--- config.mk ---
export PLATFORM = sky130hd
export DESIGN_NAME = instr_fetch
export DESIGN_NICKNAME = d
export VERILOG_FILES = /design/src/rtl/instr_fetch.sv
export SDC_FILE = /design/constraint.sdc
export NUM_CORES = 1
export LEC_CHECK = 0
export ABC_AREA = 0
export BUFFER_PORTS_ARGS = -buffer_cell sky130_fd_sc_hd__buf_2
export CORE_MARGIN = 2
export CORE_UTILIZATION = 50
export DETAILED_ROUTE_END_ITERATION = 8
export PLACE_DENSITY_LB_ADDON = 0.25
export SLEW_MARGIN = 15
export SYNTH_ARGS = -nofsm -noshare
export SYNTH_HDL_FRONTEND = slang
export SYNTH_SLANG_ARGS = --single-unit
export TNS_END_PERCENT = 20
--- constraint.sdc ---
create_clock -name clk -period 3.39 [get_ports clk]
set_clock_uncertainty 0.05 [all_clocks]
set_input_delay 0.1695 -clock clk [delete_from_list [all_inputs] [get_ports clk]]
set_output_delay 0.1695 -clock clk [all_outputs]
set_load 0.02 [all_outputs]
--- src/rtl/instr_fetch.sv ---
// Instruction fetch: owns the PC, issues in-order word reads to instruction
// memory and hands returned words with their address to ID via valid/ready.
module instr_fetch #(
    parameter logic [31:0] RESET_PC  = 32'h0000_0000,
    parameter int          BUF_DEPTH = 2
) (
    input  logic        clk,
    input  logic        rst_n,
    output logic        imem_req,
    output logic [31:0] imem_addr,
    input  logic        imem_rvalid,
    input  logic [31:0] imem_rdata,
    output logic [31:0] instruction,
    output logic [31:0] instr_pc,
    output logic        instr_valid,
    input  logic        instr_ready,
    input  logic        branch_valid,
    input  logic [31:0] branch_target,
    input  logic        halt,
    output logic        halted
);
    localparam int CW = $clog2(BUF_DEPTH) + 1;

    typedef enum logic [1:0] {ST_RUN, ST_FLUSH, ST_HALT} state_t;

    state_t        state_reg, state_next;
    logic [31:0]   pc_reg, pc_next;
    logic          req_reg;
    logic [31:0]   addr_reg;
    logic [CW-1:0] occ_reg, occ_next;
    logic [CW-1:0] out_reg, out_next;
    logic [CW-1:0] disc_reg, disc_next;

    // Entry 0 of each shift buffer is the head; pops shift toward it.
    logic [31:0]   buf_data_reg [BUF_DEPTH];
    logic [31:0]   buf_data_next[BUF_DEPTH];
    logic [31:0]   buf_pc_reg   [BUF_DEPTH];
    logic [31:0]   buf_pc_next  [BUF_DEPTH];
    logic [31:0]   aq_reg       [BUF_DEPTH];
    logic [31:0]   aq_next      [BUF_DEPTH];

    logic          issue;
    logic          pop;
    logic          push;
    logic          resp_drop;
    logic          resp_take;
    logic [CW-1:0] buf_wp;
    logic [CW-1:0] aq_wp;
    logic          target_unused;

    assign target_unused = ^branch_target[1:0];

    assign instr_valid = (occ_reg != '0);
    assign instruction = buf_data_reg[0];
    assign instr_pc    = buf_pc_reg[0];
    assign imem_req    = req_reg;
    assign imem_addr   = addr_reg;
    assign halted      = (state_reg == ST_HALT);

    // Stale responses are consumed by discard first; responses with nothing
    // in flight are ignored outright.
    assign resp_drop = imem_rvalid && (disc_reg != '0);
    assign resp_take = imem_rvalid && (disc_reg == '0) && (out_reg != '0);
    assign push      = resp_take && !branch_valid;
    assign pop       = instr_valid && instr_ready && !branch_valid;

    assign buf_wp = pop ? (occ_reg - CW'(1)) : occ_reg;
    assign aq_wp  = resp_take ? (out_reg - CW'(1)) : out_reg;

    always_comb begin
        state_next = state_reg;
        pc_next    = pc_reg;
        occ_next   = occ_reg;
        out_next   = out_reg;
        disc_next  = disc_reg;
        issue      = 1'b0;
        if (branch_valid) begin
            pc_next   = {branch_target[31:2], 2'b00};
            occ_next  = '0;
            out_next  = '0;
            // A response landing in the redirect cycle is already stale.
            disc_next = disc_reg + out_reg - CW'(resp_drop || resp_take);
            if (state_reg == ST_HALT) begin
                state_next = ST_HALT;
            end else if (disc_next != '0) begin
                state_next = ST_FLUSH;
            end else if (halt) begin
                state_next = ST_HALT;
            end else begin
                state_next = ST_RUN;
            end
        end else begin
            issue = (state_reg == ST_RUN) && !halt
                    && ((int'(occ_reg) + int'(out_reg)) < BUF_DEPTH);
            if (issue) begin
                pc_next = pc_reg + 32'd4;
            end
            occ_next = occ_reg + CW'(push) - CW'(pop);
            out_next = out_reg + CW'(issue) - CW'(resp_take);
            if (resp_drop) begin
                disc_next = disc_reg - CW'(1);
            end
            case (state_reg)
                ST_RUN: begin
                    if (halt && (out_reg == '0)) begin
                        state_next = ST_HALT;
                    end
                end
                ST_FLUSH: begin
                    if (disc_next == '0) begin
                        state_next = halt ? ST_HALT : ST_RUN;
                    end
                end
                ST_HALT: begin
                    if (!halt) begin
                        state_next = ST_RUN;
                    end
                end
                default: state_next = ST_RUN;
            endcase
        end
    end

    genvar gi;
    generate
        for (gi = 0; gi < BUF_DEPTH; gi++) begin : g_entry
            logic [31:0] up_data;
            logic [31:0] up_pc;
            logic [31:0] up_aq;
            if (gi < BUF_DEPTH - 1) begin : g_shift
                assign up_data = buf_data_reg[gi+1];
                assign up_pc   = buf_pc_reg[gi+1];
                assign up_aq   = aq_reg[gi+1];
            end else begin : g_tail
                assign up_data = buf_data_reg[gi];
                assign up_pc   = buf_pc_reg[gi];
                assign up_aq   = aq_reg[gi];
            end

            assign buf_data_next[gi] = (push && (buf_wp == CW'(gi))) ? imem_rdata
                                     : (pop ? up_data : buf_data_reg[gi]);
            assign buf_pc_next[gi]   = (push && (buf_wp == CW'(gi))) ? aq_reg[0]
                                     : (pop ? up_pc : buf_pc_reg[gi]);
            assign aq_next[gi]       = (issue && (aq_wp == CW'(gi))) ? pc_reg
                                     : (resp_take ? up_aq : aq_reg[gi]);
        end
    endgenerate

    always_ff @(posedge clk or negedge rst_n) begin
        if (!rst_n) begin
            state_reg <= ST_RUN;
            pc_reg    <= RESET_PC;
            req_reg   <= 1'b0;
            addr_reg  <= '0;
            occ_reg   <= '0;
            out_reg   <= '0;
            disc_reg  <= '0;
            for (int i = 0; i < BUF_DEPTH; i++) begin
                buf_data_reg[i] <= '0;
                buf_pc_reg[i]   <= '0;
                aq_reg[i]       <= '0;
            end
        end else begin
            state_reg    <= state_next;
            pc_reg       <= pc_next;
            req_reg      <= issue;
            if (issue) begin
                addr_reg <= pc_reg;
            end
            occ_reg      <= occ_next;
            out_reg      <= out_next;
            disc_reg     <= disc_next;
            buf_data_reg <= buf_data_next;
            buf_pc_reg   <= buf_pc_next;
            aq_reg       <= aq_next;
        end
    end

endmodule

Word-level counts from Yosys, hierarchy flattened
Index checks and enable logic that the tools add are counted.
{"block": "classes", "muxes": 24, "order_cmp": 1, "add_sub_neg": 11, "reduce_logical": 30, "eq_ne": 7}
{"op": "two-way mux 32 bit", "n": 8}
{"op": "adder 32 x 3 -> 32 bit (second input constant)", "n": 1}
{"op": "two-way mux 2 bit", "n": 14}
{"op": "nonzero test 2 bit", "n": 7}
{"op": "logical AND 1 bit", "n": 13}
{"op": "zero test 2 bit", "n": 6}
{"op": "== test 2 x 1 -> 1 bit (second input constant)", "n": 3}
{"op": "!= test 3 bit (second input constant)", "n": 2}
{"op": "case mux 2 bit (3 select lines)", "n": 1}
{"op": "subtractor 2 x 1 -> 2 bit", "n": 3}
{"op": "subtractor 2 x 1 -> 2 bit (second input constant)", "n": 3}
{"op": "adder 2 x 1 -> 2 bit", "n": 2}
{"op": "adder 2 x 2 -> 3 bit", "n": 1}
{"op": "< comparator 3 x 2 -> 1 bit (second input constant)", "n": 1}
{"op": "!= test 3 x 2 -> 1 bit (second input constant)", "n": 1}
{"op": "AND reduction 3 bit", "n": 1}
{"op": "adder 2 bit", "n": 1}
{"op": "== test 2 bit (second input constant)", "n": 1}
{"op": "zero test 1 bit", "n": 2}
{"op": "logical OR 1 bit", "n": 1}
{"op": "two-way mux 1 bit", "n": 1}
{"block": "word_totals", "reg_bits": 265, "wordCells": 86, "out_inout_bits": 99, "in_bits": 70}

Logic depth before layout (Yosys ltp)
Gate-level depths: netlist (run 1).
{"block": "logic_depth", "depth_word": 9, "depth_mapped": 12, "depth_no_buf": 11}

Worst setup path after synthesis (run 1)
No wires, ideal clock.
{"block": "synth_timing", "path_kind": "reg2reg", "startpoint": "reg out_reg[0]", "endpoint": "reg out_reg[0]", "required_time_ns": 3.210, "synth_period_minus_slack_ns": 2.633, "arrival_ns": 2.453, "setup_ns": 0.130, "n_path_buf": 0, "path_slack_ns": 0.757, "stages_incl_launch_ff": 11, "path_cell_list": "dfrtp_1 > inv_1 > nor2_1 > fa_1 > or3_1 > nor3_1 > inv_1 > ha_1 > inv_1 > ha_1 > nor2b_1"}
{"block": "synth_via", "elab_chain_len": 6, "word_cells_on_any_way": 8, "classes_between": "add/sub: 3; order compare: 1; mux: 1; reduce/logical: 3"}
{"element": "start: declaration", "line": "31", "rtl": "logic [CW-1:0] out_reg, out_next;"}
{"element": "start signal: assignment", "line": "171", "rtl": "out_reg <= out_next;"}
{"element": "adder 2 x 2 -> 3 bit", "line": "94", "rtl": "&& ((int'(occ_reg) + int'(out_reg)) < BUF_DEPTH);"}
{"element": "< comparator 3 x 2 -> 1 bit", "line": "94"}
{"element": "logical AND 1 bit", "line": "94"}
{"element": "adder 2 x 1 -> 2 bit", "line": "99", "rtl": "out_next = out_reg + CW'(issue) - CW'(resp_take);"}
{"element": "subtractor 2 x 1 -> 2 bit (*)", "line": "99"}
{"element": "two-way mux 2 bit (*)", "line": "77", "rtl": "if (branch_valid) begin"}
{"element": "named net out_next[0]", "line": "31"}
The timed path passes the listed nets; every way through them passes the cells marked *.
A chain may end at the register's enable or synchronous reset.

Worst setup path in the final report (run 1)
Same ends and word-level chain as after synthesis.

==> results of run 1 <==
## logic make-up after synthesis
logic type | count (synthesis)
mux | 187
xor+xnor | 36
fa+ha+maj | 11
other cells | 1
simple gates | 274
compound gates | 134
flops | 253
buf+inv | 78
## layout make-up
type                            count  area share
Clock buffer                       41      0.0596
Clock inverter                      7     0.00620
Inverter                           16     0.00437
Multi-Input combinational cell    646       0.325
Sequential cell                   253       0.461
Tap cell                          280      0.0255
Timing Repair Buffer              241       0.118
## cell usage after synthesis (2+ instances only)
| cell | instances | share of area |
|---|---|---|
| dfrtp_1 | 253 | 0.57 |
| a21oi_1 | 3 | 0.0014 |
| inv_1 | 14 | 0.0047 |
| buf_2 | 26 | 0.012 |
| clkbuf_1 | 32 | 0.011 |
| mux2i_1 | 63 | 0.057 |
| or3_1 | 3 | 0.0017 |
| ha_1 | 10 | 0.011 |
| nor2_1 | 44 | 0.015 |
| xnor2_1 | 22 | 0.017 |
| nand2_1 | 164 | 0.056 |
| mux2_1 | 26 | 0.026 |
| nor3_1 | 13 | 0.0059 |
| buf_4 | 4 | 0.0027 |
| xor2_1 | 14 | 0.011 |
| nand4_1 | 8 | 0.0045 |
| a31oi_1 | 33 | 0.019 |
| mux2_2 | 98 | 0.10 |
| and3_1 | 4 | 0.0023 |
| nand3_1 | 16 | 0.0072 |
| nor2b_1 | 5 | 0.0028 |
| and4_1 | 3 | 0.0024 |
| o21ai_0 | 92 | 0.042 |
| and2_1 | 2 | 0.0011 |
| nor4_1 | 5 | 0.0028 |
## per-stage QoR
step | power (uW) | hold slack, ns | cell area (sq um) | utilization | std cells
floorplan | 6440 | -0.176 | 11100 | - | 977
global placement | 7400 | 0.221 | 12200 | 0.558 | 1372
detailed placement | 7500 | 0.224 | 12200 | 0.558 | 1372
CTS | 10600 | 0.123 | 13700 | 0.629 | 1484
global route | 11100 | 0.171 | 13700 | 0.629 | 1484
finish | 10500 | 0.140 | 13700 | 0.629 | 1484
## path summary, 6_finish.rpt
kind,cells past startpoint,slack [ns],end,start
worst max-delay path,10,0.57,out_reg[0],out_reg[0]
worst min-delay path,3,0.14,pc_reg[24],branch_valid
worst max register to register,10,0.57,out_reg[0],out_reg[0]
worst min register to register,2,0.43,g_entry[0].up_aq[30],g_entry[0].up_aq[30]
max in group asynchronous,3,2.10,imem_addr[10],rst_n
min in group asynchronous,2,0.20,imem_addr[26],rst_n
## critical path, delay by kind of cell, from the launching register on
family	cells	cell delay, ns
buf+inv	3	0.22
fa+ha+maj	3	1.00
simple gates	4	1.00
flops	1	0.43
## what timing repair did
action | in CTS | in global routing
endpoints found under the hold margin | 197 | 0
setup endpoints to repair | 0 | 0
hold buffers | 64 | 0
## power breakdown
group,internal (uW),leakage (uW),switching (uW),total (uW)
Clock,1800,0.000451,1150,2950
Combinational,1230,0.00268,1680,2910
Sequential,3970,0.00329,633,4600
Total,7000,0.00643,3470,10500
## layer usage
layer	track usage	routed length [um]	vias up
li1	-	-	3775
met1	0.309	11600	3795
met2	0.322	10700	193
met3	0.0298	1130	25
met4	0.0432	312	0
met5	0	0	-
==> results.ini, run 1 <==
[status]
outcome = finished clean

[setup_path]
path_cells = inv_1, nor2_1, fa_1, or3_1, nor3_1, inv_1, ha_1, inv_1, ha_1, nor2b_1
path_max_fanout = 6
critPathRequiredTime_ns = 3.74
crit_path_frequent_cell = inv_1
startpoint_type = register
path_class = register to register
cp.arrival_ns = 3.17
crit_slowest_cell = fa_1
crit_path_end_kind = register
slowest_delay_ns = 0.47

[grt]
grt_pass1_vias = 7770
grt_util_all_layers = 0.206
grt_start_max_net_pins = 125
grt-ovfl-total = 0
antenna_found_initial = 0
grt_pass1_wl_mm = 40.1

[clocking]
root_buffer = clkbuf_16
htreeDepth = 1
cts_tree = done
clkTransAtPathRegs_ns = 0.06
cts.repair.resized = 0
clock_latency_ns = 0.52
cts_setup_buffers = 0
numCtsBuffers = 26
cts_num_sinks = 253
clockBufferDepth = 3

[place]
numPortBuffers = 162
place_hpwl_mm = 14.5
gp_congestion = 0.788
place_ws_ns = 0.585

[routing]
routed_via_density = 5.25
drc = 0
detail_route.first_pass.iterations = 6
antenna_left = 0
wl_mm = 23.8
drt-initial-drc-count = 524
vias = 7788
post_drt_wl_per_cell_um = 16.0

[synth]
syn_area_sq_um = 11100
yosys_register_bits = 253
synth_top_family_by_area = multiplexers
synthMuxAreaShare = 0.183
syn_area_per_cell_sq_um = 11.4
synthArstFlopShare = 1.00
synthAdderAreaFrac = 0.0131
synth_edf_count = 0
yosys_most_used_dff = dfrtp_1
yosysWarnings = 0
synth_compound_area_frac = 0.0659
synth-simple-area-share = 0.108
syn_inst = 974
synth_xor_area_frac = 0.0284
yosysSeqAreaShare = 0.571
synth_cell_types = 42

[cells_and_area]
n_fill_cell = 1712
drive_above_1_share = 0.272
layout.nets = 1265
diodes = 0
area_delta_synth_final_pct = 23.8
final_common_cell = dfrtp_1
multi_input_area_sq_um = 4460
seqCellArea_sq_um = 6330
final_cell_mix = dfrtp_1, nand2_1, buf_2, mux2_2, o21ai_0

[floorplan]
die_x_um = 153
die_h_um = 153
io_pins = 169
die_area_sq_um = 23400
fp.coreArea_sq_um = 21800
rows = 54
start_util = 0.508

[job]
drv_cap = 0

[timing]
finalMaxSlewViolations = 0
fmax_ghz = 0.355
tightest_slew_ns = 0.838
setup_viol = 0
final.setup.worst_slack_ns = 0.569
slew-limit-headroom = 0.441
setup_tns_ns = 0
period_needed_ns = 2.82
rsz0062_at_grt = no
final-hold-violation-count = 0
period_share = 0.832

[min_path]
min_path_type = input port to register

[pwr]
p_leak_uw = 0.00643
max-vdd-ir-drop_uv = 448
power.density_nw_per_um2 = 762

No activity file was read; power rests on OpenSTA's default activity.
==> run 2, diff against run 1 <==
clock period = 2.8 ns   (was 3.39 ns; I/O delays follow)
==> run 2 against run 1 <==
Effect of this change:
- clock power is 9.5% higher
- sequential share of layout area is 0.087 points lower
- die area stayed put
- non-clock buffer count is 10 higher
- final cell count is 0.40% higher
- utilization is 0.13 points higher
- critical path depth is 3 lower
- first-iteration DRC count is 18% lower
- worst setup slack worse by 0.40 ns
- largest power group unchanged
==> results.ini, run 2 (synthesis gave the netlist of run 1 again) <==
[timing]
period_share = 0.938
fmax_ghz = 0.381
finalMaxSlewViolations = 0
final-hold-violation-count = 0
slew-limit-headroom = 0.544
setup_viol = 0
setup_tns_ns = 0
rsz0062_at_grt = no
period_needed_ns = 2.63
tightest_slew_ns = 0.684

[setup_path]
path_class = register to register
crit_slowest_cell = fa_2
crit_path_end_kind = register
startpoint_type = register
path_cells = inv_1, nor2_1, fa_2, or3_1, nor4_4, a21bo_4, mux2_1
cp_top_family = simple AND/OR/NAND/NOR gates
cp.arrival_ns = 2.97
critPathRequiredTime_ns = 3.15
critPathBufInv = 1
slowest_delay_ns = 0.47
path_max_fanout = 32

[cells_and_area]
layout.nets = 1276
area_delta_synth_final_pct = 24.1
diodes = 0
drive_above_1_share = 0.276
final_common_cell = dfrtp_1
final_cell_mix = dfrtp_1, nand2_1, buf_2, mux2_2, o21ai_0

[clocking]
clockBufferDepth = 3
clock_latency_ns = 0.52
root_buffer = clkbuf_16
htreeDepth = 1
cts_setup_buffers = 0
numCtsBuffers = 27
clkTransAtPathRegs_ns = 0.06
cts_num_sinks = 253
cts_tree = done

[pwr]
p_leak_uw = 0.00643
power_switching_share = 0.339
seq_power_share = 0.451
power.density_nw_per_um2 = 901
internal-power_uw = 8200
p_clk_frac = 0.260
p_switching_uw = 4200
power_uw = 12400
combPwrFrac = 0.288
max-vdd-ir-drop_uv = 553

[routing]
routed_via_density = 5.29
met1_length_mm = 11.8
drt-initial-drc-count = 430
dr.max_layer_used = met4
post_drt_wl_per_cell_um = 16.2
antenna_left = 0
met2_length_mm = 11.0
wl_met3_mm = 1.00
detail_route.first_pass.iterations = 4
wl_mm = 24.1
vias = 7883
drc = 0

[place]
gp_congestion = 0.777
numPortBuffers = 162
place_hpwl_mm = 15.1

[floorplan]
rows = 54
io_pins = 169
start_util = 0.508
fp.coreArea_sq_um = 21800
die_h_um = 153
die_area_sq_um = 23400
die_x_um = 153

[grt]
antenna_found_initial = 0
grt_start_max_net_pins = 91
grt_pass1_wl_mm = 39.7
grt_util_all_layers = 0.204
grt-ovfl-total = 0
grt_pass1_vias = 7680

[status]
outcome = finished clean

[min_path]
min_path_type = input port to register

[job]
drv_cap = 0

[run 2: final cells by class]
type                       count  area, sq um
clock buffer                  38          757
clock inverter                 6         32.5
fill                        1716         8060
inverter                      16         60.1
multi-input combinational    646         4480
sequential                   253         6330
tap                          280          350
timing repair buffer         251         1750
[run 2: worst reg2reg max path: cells and delay by family (launching register included)]
kind / cells / cell delay (ns)
compound gates: 1 / 0.40
fa+ha+maj: 1 / 0.47
buf+inv: 1 / 0.09
flops: 1 / 0.41
mux: 1 / 0.40
simple gates: 3 / 0.68
[run 2: through the flow]
| stage | setup WS [ns] | hold slack [ns] | std cells | area (sq um) | utilization |
|---|---|---|---|---|---|
| final | 0.174 | 0.125 | 1490 | 13800 | 0.630 |
| after global routing | 0.00424 | 0.150 | 1490 | 13800 | 0.630 |
| after CTS | 0.118 | 0.114 | 1490 | 13800 | 0.630 |
| after detailed placement | 0.0396 | 0.137 | 1381 | 12300 | 0.564 |
| after global placement | 0.0840 | 0.133 | 1381 | 12300 | 0.564 |
| after floorplan | 0.167 | -0.206 | 977 | 11100 | - |
[run 2: what timing repair did]
item                       in CTS  in global routing
gates cloned                    0                  0
hold buffers                   65                  0
setup endpoints to repair       4                  4
hold endpoints to repair      185                  0
gates resized for setup         1                  3
[run 2: power groups by stage]
stage          sequential [uW]  combinational [uW]  clock, uW
6_report                  5600                3580       3230
5_1_grt                   5750                3930       3480
4_1_cts                   5590                3610       3320
3_5_place_dp              5640                3520          0
3_3_place_gp              5590                3420          0
2_1_floorplan             6150                1660          0
[run 2: path summary, 6_finish.rpt]
check	from	cells past startpoint	slack (ns)	endpoint
max reg2reg	out_reg[0]	7	0.17	g_entry[0].up_aq[29]
max in group asynchronous	rst_n	3	1.65	instruction[25]
min in group asynchronous	rst_n	2	0.14	imem_addr[27]
max	out_reg[0]	7	0.17	g_entry[0].up_aq[29]
min	imem_rvalid	4	0.13	disc_reg[1]
min reg2reg	g_entry[0].up_aq[23]	1	0.44	g_entry[0].up_aq[23]
[run 2: routing by layer]
metal / GRT usage / vias up
met5: 0 / -
met4: 0.0406 / 0
met3: 0.0306 / 18
met2: 0.323 / 168
met1: 0.304 / 3906
li1: - / 3791
